==> config.mk <==
export PLATFORM = sky130hd
export DESIGN_NAME = mem_stage_flat
export DESIGN_NICKNAME = d
export VERILOG_FILES = /design/src/rtl/mem_stage_pkg.sv /design/src/rtl/mem_stage_if.sv /design/src/rtl/mem_stage.sv /design/src/flat_wrapper.sv
export SDC_FILE = /design/constraint.sdc
export NUM_CORES = 1
export LEC_CHECK = 0
export CELL_PAD_IN_SITES_DETAIL_PLACEMENT = 1
export CELL_PAD_IN_SITES_GLOBAL_PLACEMENT = 1
export CORE_UTILIZATION = 24
export CTS_BUF_LIST = sky130_fd_sc_hd__clkbuf_8
export CTS_CLUSTER_DIAMETER = 80
export CTS_CLUSTER_SIZE = 14
export DETAILED_ROUTE_END_ITERATION = 10
export GPL_ROUTABILITY_DRIVEN = 1
export PLACE_DENSITY = 0.83
export SYNTH_ARGS = -nofsm -noshare
export SYNTH_HDL_FRONTEND = slang
export SYNTH_SLANG_ARGS = --single-unit
==> constraint.sdc <==
create_clock -name clk -period 2.5 [get_ports clk]
set_clock_uncertainty 0.1 [all_clocks]
set_input_delay 0.5 -clock clk [delete_from_list [all_inputs] [get_ports clk]]
set_output_delay 0.5 -clock clk [all_outputs]
set_load 0.01 [all_outputs]
==> src/rtl/mem_stage_pkg.sv <==
// Shared widths, writeback-source encodings and FSM states for the memory stage.
package mem_stage_pkg;

   localparam int WORD_WIDTH     = 32;
   localparam int REG_SIZE       = 5;
   localparam int REG_SRC_LENGTH = 2;

   localparam logic [WORD_WIDTH-1:0]     ZERO_WORD   = 32'h0000_0000;
   localparam logic [REG_SRC_LENGTH-1:0] REG_SRC_MEM = 2'b01;

   typedef enum logic [0:0] {
      MS_IDLE   = 1'b0,
      MS_ACCESS = 1'b1
   } msState_t;

   function automatic logic isMemOp(input logic dataWe,
                                    input logic [REG_SRC_LENGTH-1:0] regSrc);
      return dataWe | (regSrc == REG_SRC_MEM);
   endfunction

endpackage

==> src/rtl/mem_stage_if.sv <==
// Word-wide data-memory bus with a ready handshake.
interface mem_stage_if;
   import mem_stage_pkg::*;

   logic                  mem_req;
   logic                  mem_we;
   logic [WORD_WIDTH-1:0] mem_addr;
   logic [WORD_WIDTH-1:0] mem_wdata;
   logic                  mem_ready;
   logic [WORD_WIDTH-1:0] mem_rdata;

   modport master (
      output mem_req, mem_we, mem_addr, mem_wdata,
      input  mem_ready, mem_rdata
   );

   modport slave (
      input  mem_req, mem_we, mem_addr, mem_wdata,
      output mem_ready, mem_rdata
   );

endinterface

==> src/rtl/mem_stage.sv <==
// Memory-stage controller: drives the data bus, stalls upstream while waiting,
// flags misaligned/timed-out accesses and holds the MEM/WB register.
module mem_stage
   import mem_stage_pkg::*;
#(
   parameter int TIMEOUT = 16
) (
   input  logic                      clk,
   input  logic                      rst,
   input  logic                      Regfile_weM,
   input  logic                      DataMem_weM,
   input  logic [REG_SIZE-1:0]       writeRegAddrM,
   input  logic [REG_SRC_LENGTH-1:0] regSrc_muxM,
   input  logic [WORD_WIDTH-1:0]     aluOutM,
   input  logic [WORD_WIDTH-1:0]     writeDataM,
   mem_stage_if.master               bus,
   output logic                      stallM,
   output logic                      memErr,
   output logic                      Regfile_weW,
   output logic [REG_SIZE-1:0]       writeRegAddrW,
   output logic [WORD_WIDTH-1:0]     regWriteDataW
);

   localparam int CNT_W = $clog2(TIMEOUT);

   msState_t         state;
   msState_t         stateNext;
   logic [CNT_W-1:0] waitCnt;
   logic [CNT_W-1:0] waitCntNext;
   logic             memOp;
   logic             misaligned;
   logic             errNow;
   logic             stallRaw;
   logic             reqS;
   logic             weS;
   logic [WORD_WIDTH-1:0] addrS;
   logic [WORD_WIDTH-1:0] wdataS;

   // Next-state, wait counter, stall and bus drive
   always_comb begin
      memOp       = isMemOp(DataMem_weM, regSrc_muxM);
      misaligned  = (aluOutM[1:0] != 2'b00);
      stateNext   = state;
      waitCntNext = waitCnt;
      errNow      = 1'b0;
      stallRaw    = 1'b0;
      reqS        = 1'b0;
      weS         = 1'b0;
      addrS       = ZERO_WORD;
      wdataS      = ZERO_WORD;
      case (state)
         MS_IDLE: begin
            waitCntNext = {CNT_W{1'b0}};
            if (memOp && !misaligned) begin
               stateNext = MS_ACCESS;
               stallRaw  = 1'b1;
            end else if (memOp) begin
               errNow = 1'b1;
            end else begin
               stateNext = MS_IDLE;
            end
         end
         MS_ACCESS: begin
            reqS   = 1'b1;
            weS    = DataMem_weM;
            addrS  = aluOutM;
            wdataS = writeDataM;
            // ready takes priority over an expiring timeout in the same cycle
            if (bus.mem_ready) begin
               stateNext   = MS_IDLE;
               waitCntNext = {CNT_W{1'b0}};
            end else if (waitCnt == CNT_W'(TIMEOUT - 1)) begin
               errNow      = 1'b1;
               stateNext   = MS_IDLE;
               waitCntNext = {CNT_W{1'b0}};
            end else begin
               stallRaw    = 1'b1;
               waitCntNext = waitCnt + CNT_W'(1);
            end
         end
         default: begin
            stateNext   = MS_IDLE;
            waitCntNext = {CNT_W{1'b0}};
         end
      endcase
   end

   // Stall must read low while reset is held, even with a memory op presented
   assign stallM        = rst & stallRaw;
   assign bus.mem_req   = reqS;
   assign bus.mem_we    = weS;
   assign bus.mem_addr  = addrS;
   assign bus.mem_wdata = wdataS;

   // FSM state, wait counter and sticky error
   always_ff @(posedge clk or negedge rst) begin
      if (!rst) begin
         state   <= MS_IDLE;
         waitCnt <= {CNT_W{1'b0}};
         memErr  <= 1'b0;
      end else begin
         state   <= stateNext;
         waitCnt <= waitCntNext;
         memErr  <= memErr | errNow;
      end
   end

   // MEM/WB register: bubble while stalled, otherwise capture the retiring instruction
   always_ff @(posedge clk or negedge rst) begin
      if (!rst) begin
         Regfile_weW   <= 1'b0;
         writeRegAddrW <= {REG_SIZE{1'b0}};
         regWriteDataW <= ZERO_WORD;
      end else if (stallM) begin
         Regfile_weW   <= 1'b0;
      end else begin
         Regfile_weW   <= Regfile_weM & ~errNow;
         writeRegAddrW <= writeRegAddrM;
         regWriteDataW <= (regSrc_muxM == REG_SRC_MEM) ? bus.mem_rdata : aluOutM;
      end
   end

endmodule
==> src/flat_wrapper.sv <==
// flat-port wrapper written by rule: the top's interface ports become plain ports
module mem_stage_flat import mem_stage_pkg::*;
#(
   parameter int TIMEOUT = 16
)
  (clk, rst, Regfile_weM, DataMem_weM, writeRegAddrM, regSrc_muxM, aluOutM, writeDataM, stallM, memErr, Regfile_weW, writeRegAddrW, regWriteDataW, bus_mem_req, bus_mem_we, bus_mem_addr, bus_mem_wdata, bus_mem_ready, bus_mem_rdata);
  mem_stage_if bus_i ();
  input  logic clk;
  input  logic rst;
  input  logic Regfile_weM;
  input  logic DataMem_weM;
  input  logic [REG_SIZE-1:0] writeRegAddrM;
  input  logic [REG_SRC_LENGTH-1:0] regSrc_muxM;
  input  logic [WORD_WIDTH-1:0] aluOutM;
  input  logic [WORD_WIDTH-1:0] writeDataM;
  output logic stallM;
  output logic memErr;
  output logic Regfile_weW;
  output logic [REG_SIZE-1:0] writeRegAddrW;
  output logic [WORD_WIDTH-1:0] regWriteDataW;
  output wire logic [$bits(bus_i.mem_req)-1:0] bus_mem_req;
  output wire logic [$bits(bus_i.mem_we)-1:0] bus_mem_we;
  output wire logic [$bits(bus_i.mem_addr)-1:0] bus_mem_addr;
  output wire logic [$bits(bus_i.mem_wdata)-1:0] bus_mem_wdata;
  input wire logic [$bits(bus_i.mem_ready)-1:0] bus_mem_ready;
  input wire logic [$bits(bus_i.mem_rdata)-1:0] bus_mem_rdata;
  assign bus_mem_req = bus_i.mem_req;
  assign bus_mem_we = bus_i.mem_we;
  assign bus_mem_addr = bus_i.mem_addr;
  assign bus_mem_wdata = bus_i.mem_wdata;
  assign bus_i.mem_ready = bus_mem_ready;
  assign bus_i.mem_rdata = bus_mem_rdata;
  mem_stage #(.TIMEOUT(TIMEOUT)) u_core (.clk(clk), .rst(rst), .Regfile_weM(Regfile_weM), .DataMem_weM(DataMem_weM), .writeRegAddrM(writeRegAddrM), .regSrc_muxM(regSrc_muxM), .aluOutM(aluOutM), .writeDataM(writeDataM), .bus(bus_i), .stallM(stallM), .memErr(memErr), .Regfile_weW(Regfile_weW), .writeRegAddrW(writeRegAddrW), .regWriteDataW(regWriteDataW));
endmodule
==> reports/metrics.cfg, run 1 <==
[cts]
numClockSinks=44
cts_max_level=2
clockRootBuffer=clkbuf_8
cts.clk_slew.worst_paths_ns=0.08
cts_buffers=5
cts_tree=done
cts_max_path_buffers=2
clock_latency_ns=0.28

[drt]
first_pass_iters=3
vias_per_cell=4.366
drc=0
drt_iter0_markers=80
drt-total-wl_um=9075
ant_nets=0
wl_per_cell_um=15.84
vias=2502

[timing]
tns_ns=0
maxSlewViolCount=0
period_share=0.9626
hold_viol=0
rsz0062_at_grt=no
tightest_slew_ns=0.5930
maxSlewHeadroom=0.6046
clock.fmax_mhz=415.5
holdWs_ns=0.2528
setup_viol=0
setup_slack_ns=0.09342
period_needed_ns=2.407

[worst_setup_path]
critPathArrivalTime_ns=1.81
critPathRequiredTime_ns=1.90
reg2regPathDepth=6
startpoint_type=primary input
cp-end-kind=output pin
worstPathMaxFanout=2
path_class=primary input to output pin

[synth]
synth_top_family_by_area=multiplexers
synth_xor_area_frac=0.003362
synth_ff_type=dfrtp_1
synthCells=219
synthAdderAreaFrac=0.004803
synth_compound_area_frac=0.01921
async_flop_share=1.000
synth_mux_area_frac=0.3256
yosysSeqAreaShare=0.4227
synth_edf_count=0
yosys_register_bits=44
syn-cell-area_mm2=0.002605
yosys.area_share.simple=0.1888
yosys_warnings=0
syn-mean-instance-area_um2=11.89
synth.net_count=328
ys_types=25

[placed_design]
portBuffers=213
dp_hpwl_um=7297
routabilityCongestion=0.7037
place_area_mm2=0.004903
place_ws_ns=-0.1262

[layout]
num_antenna_cells=0
final_common_cell=clkdlybuf4s50_1
layout_common_cells=clkdlybuf4s50_1 (211), and2_1 (66), mux2_2 (50)
nFillCells=1150
nNetsFinal=545
layout-drive-gt1-share=0.2082
area_growth_syn_to_layout_pct=92.12
fin_area_mm2=0.005005

[global_route]
antenna_found_initial=0
grt_usage=0.1612
grt_start_max_net_pins=43
grt_pass1_wl_um=14380
grt_pass1_vias=2802
grt-ovfl-total=0

[floorplanning]
fp-row-count=37
start_util=0.2501
die_h_um=106.2
dieWidth_um=106.2
core_region_area_mm2=0.01042
pin_count=214
die_area_mm2=0.01128

[power]
leakage_uw=0.002012
peakVddDrop_mv=0.1846
powerDensity_mw_per_mm2=415.7

[job]
maxCapViolations=0

[outcome]
status=finished, final reports clean

[min_path]
hold_path_class=primary input to async pin

[stage by stage]
stage | cells | total power, µW | util
floorplan | 219 | 1140 | -
global placement | 564 | 1635 | 0.4708
detailed placement | 564 | 1659 | 0.4708
CTS | 573 | 2124 | 0.4802
global route | 573 | 2205 | 0.4805
finish | 573 | 2080 | 0.4805
[cell type report]
type	count	area (µm²)	area share
Clock buffer	6	82.58	0.01650
Clock inverter	2	7.507	0.001500
Inverter	1	3.754	0.0007500
Multi-Input combinational cell	159	1421	0.2840
Sequential cell	44	1101	0.2200
Tap cell	136	170.2	0.03400
Timing Repair Buffer	225	2218	0.4433
[cells by family after synthesis]
kind of cell / Yosys count
multiplexers: 69
AND/OR/NAND/NOR: 81
XOR/XNOR: 1
flip-flops: 44
buffers and inverters: 16
adder cells (fa/ha/maj): 1
AO/OA/AOI/OAI: 7
[worst paths after layout]
check	end	from	slack, ns
max in group asynchronous	u_core.waitCnt[3]$_DFF_PN0_	rst	1.53
min in group clk	u_core.memErr$_DFF_PN0_	u_core.memErr$_DFF_PN0_	0.38
setup / recovery	stallM	regSrc_muxM[1]	0.09
setup reg to reg	u_core.regWriteDataW[15]$_DFFE_PN0N_	u_core.waitCnt[0]$_DFF_PN0_	0.32
hold reg to reg	u_core.memErr$_DFF_PN0_	u_core.memErr$_DFF_PN0_	0.38
hold / removal	u_core.regWriteDataW[5]$_DFFE_PN0N_	rst	0.25
[state kept, by name, indices dropped and copies added (netlist names)]
| name | flops |
|---|---|
| u_core.memErr | 1 |
| u_core.Regfile_weW | 1 |
| u_core.waitCnt | 4 |
| u_core.state | 1 |
| u_core.writeRegAddrW | 5 |
| u_core.regWriteDataW | 32 |
[cell usage after synthesis, types with 2 or more instances]
library cell | instances | share of area
nor2b_1 | 2 | 0.0048
dfrtp_1 | 44 | 0.42
clkbuf_1 | 9 | 0.013
buf_2 | 2 | 0.0038
nand2_1 | 3 | 0.0043
a21oi_1 | 2 | 0.0038
buf_6 | 4 | 0.017
nor2_1 | 4 | 0.0058
and2_1 | 66 | 0.16
mux2_4 | 19 | 0.11
mux2_2 | 50 | 0.22
[worst max-delay path: stages]
cell	delay, ns
clkdlybuf4s50_1	0.51
nor2b_4	0.05
o21ba_1	0.18
a31o_2	0.26
dlygate4sd2_1	0.31
[per-layer routing]
| metal | vias up | wire (µm) | track usage |
|---|---|---|---|
| met5 | - | 0 | 0 |
| met4 | 0 | 48 | 0.02480 |
| met3 | 4 | 759 | 0.05028 |
| met2 | 112 | 4874 | 0.3071 |
| met1 | 1216 | 3391 | 0.1756 |
| li1 | 1170 | - | - |
[power breakdown]
group / internal [µW] / switching [µW]
combinational: 532 / 283
clock: 218 / 228
sequential: 780 / 40.1
total: 1530 / 551
[what timing repair did]
action / 4_1_cts / 5_1_grt
hold buffers: 1 / 0
setup endpoints to repair: 1 / 1
resized for setup: 1 / 1
cloned: 0 / 0
hold endpoints to repair: 5 / 0
setup buffers: 0 / 0
No activity file was read; power rests on OpenSTA's default activity.
==> inputs of run 2 (changes only) <==
CAP_MARGIN = 20   (was not set)
HOLD_SLACK_MARGIN = 0.05   (was not set)
==> results of run 2 <==
Final layout, timing and power as in run 1 (identical DEF).
==> inputs of run 3 (changes only) <==
CORE_MARGIN = 2   (was not set)
CORE_UTILIZATION = 21   (was 24)
PLACE_DENSITY = 0.77   (was 0.83)
clock period = 2 ns   (was 2.5 ns; I/O delays follow)
==> reports/metrics.cfg, run 3 (synthesis results as in run 1) <==
[worst_setup_path]
cp-end-kind=output pin
critPathRequiredTime_ns=1.50
cp_slowest_cell=clkdlybuf4s50_1
startpoint_type=primary input
path_depth=5
path_class=primary input to output pin
path_cells=clkdlybuf4s50_1 -> nor2b_4 -> o21ba_2 -> a31o_4 -> buf_6
cp_slowest_stage_delay_ns=0.40
reg2regPathDepth=7
critPathArrivalTime_ns=1.52
path_delay_family=buffers and inverters
worstPathMaxFanout=3
cp_num_buf_inv=2

[layout]
nFillCells=1327
layout_common_cells=clkdlybuf4s50_1 (144), and2_1 (66), mux2_2 (50)
final_common_cell=clkdlybuf4s50_1
area_growth_syn_to_layout_pct=103.1
nNetsFinal=566
layout-drive-gt1-share=0.2773
seq_area_mm2=0.001102
final_core_util=0.4387
largestRegisters=u_core.regWriteDataW: 32 flops, u_core.writeRegAddrW: 5 flops, u_core.waitCnt: 4 flops
largest_reg_flops=32
top_register=u_core.regWriteDataW
multiInputGateArea_mm2=0.001443
num_antenna_cells=0

[cts]
cts_max_path_buffers=2
clock_latency_ns=0.30
cts_buffers=5
cts.clk_slew.worst_paths_ns=0.09
cts_max_level=2
cts_tree=done
numClockSinks=44
clockRootBuffer=clkbuf_8

[power]
p_int_uw=2008
power_frac_comb=0.376
pwr-share-clk=0.250
p_switching_uw=734.9
peakVddDrop_mv=0.2472
power_frac_seq=0.374
p_sw_frac=0.2679
powerDensity_mw_per_mm2=518.4
leakage_uw=0.002539
power_uw=2743

[global_route]
grt_use_met3=0.04692
grt_use_met2=0.2706
grt-ovfl-total=0
grt_usage=0.1376
grt_pass1_vias=2758
antenna_found_initial=0
gr-usage-met1=0.1405
busiest_layer=met2
grt_pass1_wl_um=14120
grt_start_max_net_pins=45

[placed_design]
portBuffers=213
dp_hpwl_um=7945
routabilityCongestion=0.7467

[timing]
setup_slack_ns=-0.01679
rsz0062_at_grt=yes
clock.fmax_mhz=495.8
period_share=1.008
maxSlewHeadroom=0.7788
maxSlewViolCount=0
holdWs_ns=0.4111
tightest_slew_ns=0.3319
period_needed_ns=2.017
setup_viol=1
hold_viol=0

[floorplanning]
start_util=0.2160
pin_count=214
die_area_mm2=0.01331
core_region_area_mm2=0.01206
die_h_um=115.4
dieWidth_um=115.4
fp-row-count=40

[drt]
vias_per_cell=4.097
drt-total-wl_um=9794
drc=0
wl_per_cell_um=15.65
first_pass_iters=4
vias=2565
ant_nets=0
drt_iter0_markers=41

[outcome]
status=finished with violations
violations=negative setup slack

[min_path]
hold_path_class=flip-flop to flip-flop
hold_depth=1

[job]
maxCapViolations=0

## run 3: cell types whose count changed in the layout (fill, tap and decap cells not counted), moves of 7 or more
cell,delta
clkbuf_2,+10
dlymetal6s2s_1,+20
clkdlybuf4s15_1,+29
dlygate4sd2_1,+7
clkdlybuf4s50_1,-67
buf_4,+15
## run 3: timing repair
item	in CTS	in global routing
endpoints found under the setup margin	84	21
hold buffers	2	0
buffers inserted	1	4
resized for setup	62	77
pin swaps	1	1
endpoints found under the hold margin	8	0
## run 3: layout make-up
cell class | instances | area share
repair buffers | 246 | 0.4583
inverters | 1 | 0.0007094
multi-input cells | 159 | 0.2726
clock buffers | 5 | 0.01301
clock inverters | 3 | 0.007330
flip-flops and latches | 44 | 0.2083
well taps | 168 | 0.03973
## run 3: path summary, 6_finish.rpt
kind / from / slack [ns] / endpoint
max: regSrc_muxM[0] / -0.02 / stallM
max reg2reg: u_core.state$_DFF_PN0_ / 0.09 / u_core.regWriteDataW[25]$_DFFE_PN0N_
min reg2reg: u_core.regWriteDataW[15]$_DFFE_PN0N_ / 0.41 / u_core.regWriteDataW[15]$_DFFE_PN0N_
min: u_core.regWriteDataW[15]$_DFFE_PN0N_ / 0.41 / u_core.regWriteDataW[15]$_DFFE_PN0N_
max in group asynchronous: rst / 0.93 / u_core.regWriteDataW[25]$_DFFE_PN0N_
min in group asynchronous: rst / 0.54 / u_core.memErr$_DFF_PN0_
## run 3: metrics by stage
| step | setup TNS (ns) | setup WS (ns) | area, µm² | instances |
|---|---|---|---|---|
| finish | -0.01679 | -0.01679 | 5291 | 626 |
| global route | -0.2179 | -0.06406 | 5291 | 626 |
| global placement | -14.32 | -0.4759 | 5056 | 611 |
| floorplan | 0 | 0.1495 | 2605 | 219 |
| CTS | -2.117 | -0.1219 | 5170 | 622 |
| detailed placement | -15.29 | -0.4706 | 5056 | 611 |
## run 3: power groups by stage
stage / Combinational [µW] / Clock (µW) / Sequential (µW)
after floorplan: 347 / 0 / 1080
after global placement: 1030 / 0 / 1040
after detailed placement: 1050 / 0 / 1040
after CTS: 1030 / 721 / 1030
after global routing: 1110 / 752 / 1040
final: 1030 / 687 / 1030
## run 3: metal layers
| layer | part of all wire | vias up |
|---|---|---|
| li1 | - | 1209 |
| met1 | 0.36 | 1228 |
| met2 | 0.54 | 122 |
| met3 | 0.089 | 6 |
| met4 | 0.0064 | 0 |
| met5 | 0 | - |
